[config.mk]
export PLATFORM = sky130hd
export DESIGN_NAME = mode_counter
export DESIGN_NICKNAME = d
export VERILOG_FILES = /design/src/rtl/mode_counter.sv
export SDC_FILE = /design/constraint.sdc
export NUM_CORES = 1
export LEC_CHECK = 0
export BUFFER_PORTS_ARGS = -buffer_cell sky130_fd_sc_hd__buf_4
export CORE_AREA = 2 2 39 41
export CTS_CLUSTER_SIZE = 24
export DETAILED_ROUTE_END_ITERATION = 8
export DIE_AREA = 0 0 41 43
export PLACE_DENSITY = 0.65
export SYNTH_ARGS = -nofsm -noshare
export SYNTH_HDL_FRONTEND = slang
export SYNTH_SLANG_ARGS = --single-unit
export TNS_END_PERCENT = 20
[constraint.sdc]
create_clock -name iClk -period 4.11 [get_ports iClk]
set_clock_uncertainty 0.2 [all_clocks]
set_input_delay 0.6165 -clock iClk [delete_from_list [all_inputs] [get_ports iClk]]
set_output_delay 0.6165 -clock iClk [all_outputs]
set_load 0.05 [all_outputs]
[src/rtl/mode_counter.sv]
// Mode-selectable registered counter: up, down, up-by-STEP or parallel load.
// The registered ripple-carry output cascades into the next stage's iCarryIn.
module mode_counter #(
  parameter int unsigned WIDTH = 4,
  parameter int unsigned STEP  = 3
) (
  input  logic             iClk,
  input  logic             iClr,
  input  logic             iEnb,
  input  logic             iCarryIn,
  input  logic [1:0]       iMode,
  input  logic [WIDTH-1:0] iD,
  output logic [WIDTH-1:0] oQ,
  output logic             oRco
);

  localparam logic [WIDTH:0]   StepExt = (WIDTH+1)'(STEP);
  localparam logic [WIDTH-1:0] One     = {{(WIDTH-1){1'b0}}, 1'b1};
  localparam logic [WIDTH-1:0] AllOnes = '1;
  localparam logic [WIDTH-1:0] Zero    = '0;

  logic [WIDTH-1:0] q_d, q_q;
  logic             rco_d, rco_q;
  logic [WIDTH:0]   step_sum;

  // The extra sum bit is the wrap flag for the up-by-STEP mode.
  assign step_sum = {1'b0, q_q} + StepExt;

  always_comb begin
    q_d   = q_q;
    rco_d = 1'b0;
    if (!iEnb) begin
      case (iMode)
        2'b00: begin
          if (iCarryIn) begin
            q_d   = q_q + One;
            rco_d = (q_q == AllOnes);
          end
        end
        2'b01: begin
          if (iCarryIn) begin
            q_d   = q_q - One;
            rco_d = (q_q == Zero);
          end
        end
        2'b10: begin
          if (iCarryIn) begin
            q_d   = step_sum[WIDTH-1:0];
            rco_d = step_sum[WIDTH];
          end
        end
        2'b11: begin
          q_d = iD;
        end
        // Unknown select while operating: hold and suppress the carry.
        default: begin
          q_d   = q_q;
          rco_d = 1'b0;
        end
      endcase
    end
  end

  always_ff @(posedge iClk) begin
    if (iClr) begin
      q_q   <= '0;
      rco_q <= 1'b0;
    end else begin
      q_q   <= q_d;
      rco_q <= rco_d;
    end
  end

  assign oQ   = q_q;
  assign oRco = rco_q;

endmodule

; Word level (Yosys, flattened, before mapping)
; Index checks and enable logic that the tools add are counted.
[totals]
regBits = 5
inputBits = 10
output_inout_bits = 5
elab_cells = 25
[op_classes]
addsub = 3
eq_ne = 7
muxes = 8
bitwise = 1
reduce_logical = 4
[op_table]
columns = cell, count
row1 = 4-bit one-hot mux with 4 select lines, 1
row2 = 4-bit 2-to-1 mux, 3
row3 = 2-bit inequality test (second input constant), 3
row4 = 4-bit by 2-bit adder with 5-bit output (second input constant), 1
row5 = 4-bit by 1-bit adder with 4-bit output (second input constant), 1
row6 = 2-bit == test (second input constant), 2
row7 = 4-bit == test (second input constant), 1
row8 = 4-bit zero test, 1
row9 = 4-bit AND reduction, 1
row10 = 4-bit by 1-bit subtractor with 4-bit output (second input constant), 1
row11 = 1-bit 2-to-1 mux, 3
row12 = 1-bit one-hot mux with 3 select lines, 1
row13 = 2-bit by 1-bit == test with 1-bit output (second input constant), 1
row14 = 2-bit zero test, 1
row15 = 2-bit OR reduction, 1
row16 = 1-bit NOT, 1

; Depth between registers and ports, before layout
; Gate-level depths: netlist (run 1).
[depth]
ltp_word = 3
ltp_mapped = 8

; Worst setup path before layout (run 1)
; OpenSTA, ideal clock, no wires.
[synth_timing]
path_type = input port to flip-flop
startpoint = in iMode[0]
endpoint = reg q_q[0] (netlist: oQ[0])
setup_time_ns = 0.091
t_arrival_ns = 1.780
t_required_ns = 3.819
setup_slack_ns = 2.039
stages = 8
n_path_buf = 2
cell_sequence = inv_1 ha_1 clkbuf_2 nor4_4 or2_2 buf_2 a21oi_1 a311oi_1
[synth_between]
elab_chain_len = 3
[synth_lines]
columns = item, line
row1 = from (decl), 11  ; input logic [1:0] iMode,
row2 = "2-bit by 1-bit == test with 1-bit output, or another cell as far along", 33  ; case (iMode)
row3 = 2-bit inequality test (no source line), n/a
row4 = 4-bit AND reduction (no source line), n/a
row5 = to (signal assigned), 69  ; q_q <= q_d;
row6 = to (decl), 22  ; logic [WIDTH-1:0] q_d, q_q;
; Several ways; a longest one is shown, not always the timed one.
; A chain may end at the register's enable or synchronous reset.

; Worst setup path in the final report (run 1)
[layout_timing]
startpoint = in iMode[1]
endpoint = reg q_q[3] (netlist: oQ[3])
; Same word-level chain as after synthesis.

==> flow_summary.toml, run 1 <==
[timing]
layout_min_cycle_time_ps = 2050
tightest_slew_ps = 412
setup_viol = 0
tns_ps = 0
fmax_ghz = 0.488
fin_crit_sh_pct = 49.9
maxSlewHeadroom_pct = 72.5
rsz0062_at_grt = "no"
fin_ws_ps = 2060
finalHoldViolCount = 0
final-max-slew-violation-count = 0

[floorplan]
rows = 14
core_area_um2 = 1380
die_area_um2 = 1760
die_w_um = 41
ios = 15
initial_core_util_pct = 42.0
die_height_um = 43

[global_routing]
grt_max_degree = 12
grt_pass1_wl_um = 1930
grt_pass1_vias = 460
grt-ovfl-total = 0
antenna_found_initial = 0
grtUsageTotal_pct = 16.4

[clock_network]
clock_path_buffers = 2
htree_levels = 1
clockRootBuffer = "clkbuf_4"
cts_tree = "done"
cts_setup_buffers = 0
post_cts_resized = 0
cts_sinks = 5
cts_buffers = 3
cts.hold.buffers_added = 0
clk_pin_slew_ps = 50
clk_latency_ps = 240

[drt]
routed_via_density = 5.32
drt_iter0_markers = 10
vias = 543
wl_um = 1270
first_pass_iters = 4
wl_per_cell_um = 12.4
drc = 0
final_antenna_net_count = 0

[setup_path]
crit_path_start_kind = "input pin"
endpoint_kind = "flop"
cp.required_ps = 4080
criticalPathCategory = "input pin to flop"
cp.arrival_ps = 2020
worstPathMaxFanout = 6

[flow_run]
maxCapViolCount = 0

[finish]
final_nets = 107
area_growth_pct = 21.6
n_antenna_cell = 0
nFillCells = 150
drive_above_1_share_pct = 22.1
fin_cells = 102
fin_util_pct = 51.0

[synth]
syn_area_um2 = 581
synth_largest_area_cell = "ha_1"
yosysMostFrequentCell = "ha_1"
synth_seq_cells = 5
async_reset_ff_share_pct = 0
netlist.area_leader.share_pct = 21.6
synth.area.top_cells = "ha_1 22%, dfxtp_1 17%, o21ai_0 4.3%"
synth_edf_count = 0
seq_area_frac_synth_pct = 17.2
synth_ff_type = "dfxtp_1"
avgSynthCellArea_um2 = 8.06
synthTopCellsByCount = "10 x ha_1, 6 x inv_1, 6 x nand2_1, 6 x nor2_1"
syn_nets = 92
syn_inst = 72
synth_warnings = 0
synth_cell_types = 30

[power_and_ir_drop]
leakagePower_nw = 0.321
ir_drop_mv = 0.0963
pwr_density_cell_nw_per_um2 = 292

[place]
routabilityCongestion = 0.801
dp_slack_ps = 1830
place_inst = 98
dp_hpwl_um = 993
io_buffers = 14

[status]
status = "complete, no violations"

[min_path]
hp-class = "input pin to flop"
[sequential cells by signal, indices dropped and copies added, names as in the netlist]
register and cells:
oQ 4, oRco 1
[logic make-up (layout without fill, tap and decap cells)]
family          Yosys count  after routing  synth area share [%]
buf+inv                  10             24                  8.40
mux                       1              1                  1.72
fa+ha+maj                10             10                  21.6
simple gates             25             25                  25.9
compound gates           17             17                  19.2
xor+xnor                  4              4                  6.04
flops                     5              5                  17.2
[per-layer routing]
metal / vias up / wire (um) / global-route usage (%)
met2: 13 / 623 / 26.6
met5: - / 0 / 0
met3: 0 / 39 / 3.14
met4: 0 / 0 / 8.00
met1: 245 / 605 / 19.5
li1: 285 / - / -
[worst max-delay path: stages]
cell	delay, ps
buf_4	130
inv_1	90
ha_1	280
or3b_1	360
a211o_1	320
a21oi_1	120
nand3b_1	110
[path summary, 6_finish.rpt]
| check | from | to | slack (ps) | cells past startpoint |
|---|---|---|---|---|
| setup / recovery | iMode[1] | oQ[3] | 2060 | 7 |
| setup reg to reg | oQ[0] | oRco | 2390 | 5 |
| hold reg to reg | oQ[0] | oQ[0] | 450 | 2 |
| hold / removal | iClr | oQ[2] | 400 | 2 |
[report_power, final]
part	total [W]	leakage, nW	switching [W]	internal [W]
sequential	0.0000666	0.0413	0.0000129	0.0000537
combinational	0.0000835	0.265	0.0000478	0.0000357
clock	0.0000559	0.0150	0.0000192	0.0000367
[through the flow]
step	hold WS (ps)	cell area (um2)	total power, W
2_1_floorplan	489	581	0.000127
3_3_place_gp	436	679	0.000150
3_5_place_dp	434	679	0.000151
4_1_cts	398	706	0.000208
5_1_grt	399	706	0.000220
6_report	404	706	0.000206
[cell type report]
type / count / area, um2 / share of cell area (%)
Sequential cell: 5 / 100 / 14.2
Clock buffer: 4 / 26.3 / 3.72
Multi-Input combinational cell: 57 / 432 / 61.2
Inverter: 6 / 22.5 / 3.19
Tap cell: 16 / 20.0 / 2.84
Timing Repair Buffer: 14 / 105 / 14.9
[cells in the final DEF, fill, tap and decap left out]
| cell type | instances |
|---|---|
| nand4_1 | 1 |
| clkbuf_1 | 1 |
| buf_4 | 14 |
| a311oi_1 | 2 |
| nand2b_1 | 1 |
| clkbuf_4 | 3 |
| nand3b_1 | 3 |
| ha_1 | 10 |
| nor2b_1 | 2 |
| xor2_1 | 2 |
| xnor2_1 | 2 |
| a221oi_1 | 1 |
| a211oi_1 | 1 |
| o21ai_0 | 5 |
| a22oi_1 | 1 |
| or3b_1 | 1 |
| inv_1 | 6 |
| nor4_1 | 1 |
| dfxtp_1 | 5 |
| a31oi_1 | 2 |
| nor2_1 | 6 |
| or2_2 | 1 |
| a211o_1 | 1 |
| o221ai_1 | 1 |
| mux2i_1 | 1 |
| nor4bb_1 | 1 |
| nor4_4 | 1 |
| nand2_1 | 6 |
| nor3_1 | 1 |
| a21oi_1 | 3 |
(Power assumes the default switching activity.)
==> run 2: changes to the inputs <==
==> constraint.sdc (replaced) <==
create_clock -name iClk -period 1.9 [get_ports iClk]
set_clock_uncertainty 0.2 [all_clocks]
set_input_delay 0.285 -clock iClk [delete_from_list [all_inputs] [get_ports iClk]]
set_output_delay 0.285 -clock iClk [all_outputs]
set_load 0.05 [all_outputs]
==> flow_summary.toml, run 2 (synthesis gave the netlist of run 1 again) <==
[status]
status = "complete, no violations"

[min_path]
min_path_cells = 2
hold_path.startpoint = "iClr"
hp-class = "input pin to flop"
min_to = "oQ[1]"

[finish]
area_growth_pct = 30.8
mostFrequentLayoutCells = "21 x buf_4, 10 x ha_1, 6 x inv_1, 6 x nor2_1, 6 x nand2_1"
fin_util_pct = 54.9
final_common_cell = "buf_4"
n_antenna_cell = 0
final_nets = 114
largest_reg_flops = 4
nFillCells = 127
drive_above_1_share_pct = 29.0

[clock_network]
cts.hold.buffers_added = 0
cts_tree = "done"
clock_path_buffers = 2
cts_buffers = 3
cts_sinks = 5
post_cts_resized = 0
clockRootBuffer = "clkbuf_4"
clk_pin_slew_ps = 40
clk_latency_ps = 240
htree_levels = 1
cts_setup_buffers = 0

[timing]
worst_hold_slack_ps = 62.2
final-max-slew-violation-count = 0
setup_viol = 0
tightest_slew_ps = 287
tns_ps = 0
fmax_ghz = 0.611
maxSlewHeadroom_pct = 80.9
rsz0062_at_grt = "no"
layout_min_cycle_time_ps = 1640
finalHoldViolCount = 0
fin_crit_sh_pct = 86.1

[setup_path]
regToRegSetupSlack_ps = 290
critPathTopFamily = "adder cells"
cp_common_cell = "ha_1"
cp.required_ps = 1850
cp.arrival_ps = 1580
worstPathMaxFanout = 4
criticalPathCategory = "input pin to flop"
regToRegStartpoint = "oQ[1]"
cp_slowest_cell = "a311oi_1"
cp.buffers_inverters = 2
slowest_delay_ps = 240
crit_path_start_kind = "input pin"
endpoint_kind = "flop"
rr_endpoint = "oQ[2]"
reg2regPathDepth = 6
crit_chain = "buf_4 > inv_1 > ha_1 > xor2_1 > ha_1 > a21oi_1 > xnor2_1 > nand2_1 > a311oi_1"

[global_routing]
grt-ovfl-total = 0
grtUsageTotal_pct = 19.0
grt_pass1_wl_um = 2320
antenna_found_initial = 0
grt_pass1_vias = 560
grt_max_degree = 11

[floorplan]
rows = 14
ios = 15
die_area_um2 = 1760
initial_core_util_pct = 42.0
die_w_um = 41
core_area_um2 = 1380
die_height_um = 43

[drt]
final_antenna_net_count = 0
vias = 584
first_pass_iters = 4
drt_iter0_markers = 7
drc = 0
routed_via_density = 5.36
wl_per_cell_um = 12.2
wl_um = 1330

[place]
io_buffers = 14
dp_hpwl_um = 1130
routabilityCongestion = 0.828

[power_and_ir_drop]
ir_drop_mv = 0.211
pwr_density_cell_nw_per_um2 = 609
leakagePower_nw = 0.357

[flow_run]
maxCapViolCount = 0
-- run 2: per-stage QoR --
stage                     setup WS (ps)  total power, W  std cells  cell area (um2)
after floorplan                    36.8        0.000275         72              582
after global placement             46.1        0.000341        105              733
after detailed placement           11.5        0.000344        105              733
after CTS                           261        0.000465        109              759
after global routing                151        0.000493        109              759
final                               264        0.000463        109              759
-- run 2: worst max-delay path by stage --
stage               startpoint  cells past startpoint  endpoint  slack (ps)
floorplan                oQ[0]                      5      oRco          40
global placement      iMode[1]                      9     oQ[2]          50
detailed placement    iMode[1]                      9     oQ[2]          10
CTS                   iMode[1]                      9     oQ[2]         260
global route          iMode[1]                      7     oQ[3]         150
finish                iMode[1]                      9     oQ[2]         260
-- run 2: area by class of cell --
class,count,area (um2),area share (%)
Inverter,6,22.5,2.97
Multi-Input combinational cell,57,432,56.8
Sequential cell,5,101,13.3
Tap cell,16,20.0,2.64
Clock buffer,4,26.3,3.46
Timing Repair Buffer,21,158,20.8
-- run 2: report_power, final --
part / switching [W] / internal (W) / leakage, nW / total [W]
logic: 0.000116 / 0.0000897 / 0.300 / 0.000206
clock network: 0.0000422 / 0.0000793 / 0.0150 / 0.000122
registers: 0.0000186 / 0.000117 / 0.0416 / 0.000135
-- run 2: routing by layer --
layer  GRT usage, %  vias up  part of all wire, %
met5              0        -                    0
met4           8.67        0                    0
met3           3.14        0                  2.1
met2           30.9        5                   55
met1           23.0      281                   43
li1               -      298                    -
==> run 3: changes to the inputs <==
--- a/config.mk
+++ b/config.mk
@@ -5,7 +5,7 @@
 export SDC_FILE = /design/constraint.sdc
 export NUM_CORES = 1
 export LEC_CHECK = 0
-export BUFFER_PORTS_ARGS = -buffer_cell sky130_fd_sc_hd__buf_4
+export BUFFER_PORTS_ARGS = -buffer_cell sky130_fd_sc_hd__clkbuf_2
 export CORE_AREA = 2 2 39 41
 export CTS_CLUSTER_SIZE = 24
 export DETAILED_ROUTE_END_ITERATION = 8
==> flow_summary.toml, run 3 (synthesis gave the netlist of run 1 again) <==
[status]
status = "complete, no violations"

[finish]
stdcell_area_um2 = 709
mostFrequentLayoutCells = "14 x clkbuf_2, 10 x ha_1, 6 x inv_1, 6 x nor2_1, 6 x nand2_1"
nFillCells = 150
largest_reg_flops = 4
final_nets = 112
regArea_um2 = 101
n_antenna_cell = 0
drive_above_1_share_pct = 27.5
final_common_cell = "clkbuf_2"
fin_util_pct = 51.3
multi_input_area_um2 = 432
area_growth_pct = 22.2

[power_and_ir_drop]
ir_drop_mv = 0.198
leakagePower_nw = 0.337
pwr_density_cell_nw_per_um2 = 628

[clock_network]
cts_sinks = 5
cts_setup_buffers = 0
post_cts_resized = 0
cts_buffers = 3
clk_pin_slew_ps = 50
clockRootBuffer = "clkbuf_4"
cts_tree = "done"
htree_levels = 1
cts.hold.buffers_added = 0
clk_latency_ps = 230
clock_path_buffers = 2

[setup_path]
cp_common_cell = "ha_1"
crit_path_start_kind = "input pin"
cp.required_ps = 1840
cp.arrival_ps = 1610
criticalPathCategory = "input pin to flop"
slowest_delay_ps = 240
cp_slowest_cell = "a311oi_1"
worstPathMaxFanout = 4
endpoint_kind = "flop"
crit_chain = "clkbuf_2 > inv_1 > ha_1 > xor2_1 > ha_1 > a21oi_1 > xnor2_1 > nand2_1 > a311oi_1"

[drt]
drc = 0
wl_per_cell_um = 12.2
vias = 579
drt_iter0_markers = 3
routed_via_density = 5.41
final_antenna_net_count = 0
first_pass_iters = 4
wl_um = 1310

[timing]
tightest_slew_ps = 270
setup_viol = 0
layout_min_cycle_time_ps = 1660
final-max-slew-violation-count = 0
maxSlewHeadroom_pct = 81.8
finalHoldViolCount = 0
rsz0062_at_grt = "no"
fmax_ghz = 0.602
fin_crit_sh_pct = 87.5

[floorplan]
die_height_um = 43
ios = 15
rows = 14
die_area_um2 = 1760
initial_core_util_pct = 42.0
core_area_um2 = 1380
die_w_um = 41

[place]
place_area_um2 = 683
routabilityCongestion = 0.875
io_buffers = 14
dp_hpwl_um = 1080

[global_routing]
grt_max_degree = 11
antenna_found_initial = 0
grt_pass1_vias = 546
grt-ovfl-total = 0
grtUsageTotal_pct = 18.2
grt_pass1_wl_um = 2260

[min_path]
hp-class = "input pin to flop"

[flow_run]
maxCapViolCount = 0
run 3: area by class of cell:
cell class              count  area share (%)
well taps                  16            2.82
inverters                   6            3.17
multi-input cells          57            60.8
clock buffers               4            3.70
flip-flops and latches      5            14.3
repair buffers             19            15.2
run 3: worst paths after layout:
check	startpoint	endpoint	slack, ps	cells after the start
worst max-delay path	iMode[1]	oQ[2]	240	9
worst min-delay path	iD[0]	oQ[0]	120	3
worst max register to register	oQ[1]	oQ[2]	300	6
worst min register to register	oQ[1]	oQ[1]	390	2
run 3: per-stage QoR:
stage	instances	power (W)	setup slack [ps]	TNS [ps]	hold WS, ps
global route	107	0.000479	128	0	113
detailed placement	103	0.000328	-6.41	-6.41	356
finish	107	0.000445	238	0	119
global placement	103	0.000324	42.7	0	361
CTS	107	0.000452	239	0	108
floorplan	72	0.000275	36.8	0	150
run 3: power breakdown:
group	switching, W	leakage, nW	internal [W]	total [W]
clock	0.0000416	0.0150	0.0000793	0.000121
combinational	0.000112	0.281	0.0000756	0.000188
sequential	0.0000201	0.0416	0.000117	0.000137
total	0.000174	0.337	0.000272	0.000445
run 3: worst max-delay path: cells and delay by family:
family | cells | cell delay (ps)
xor+xnor | 2 | 280
buf+inv | 2 | 200
simple gates | 1 | 70
fa+ha+maj | 2 | 390
compound gates | 2 | 380
run 3: metal layers:
layer | vias up | share of wire, % | track usage (%)
met5 | - | 0 | 0
met4 | 0 | 0 | 4.00
met3 | 0 | 2.8 | 3.14
met2 | 11 | 54 | 32.5
met1 | 275 | 43 | 21.0
li1 | 293 | - | -
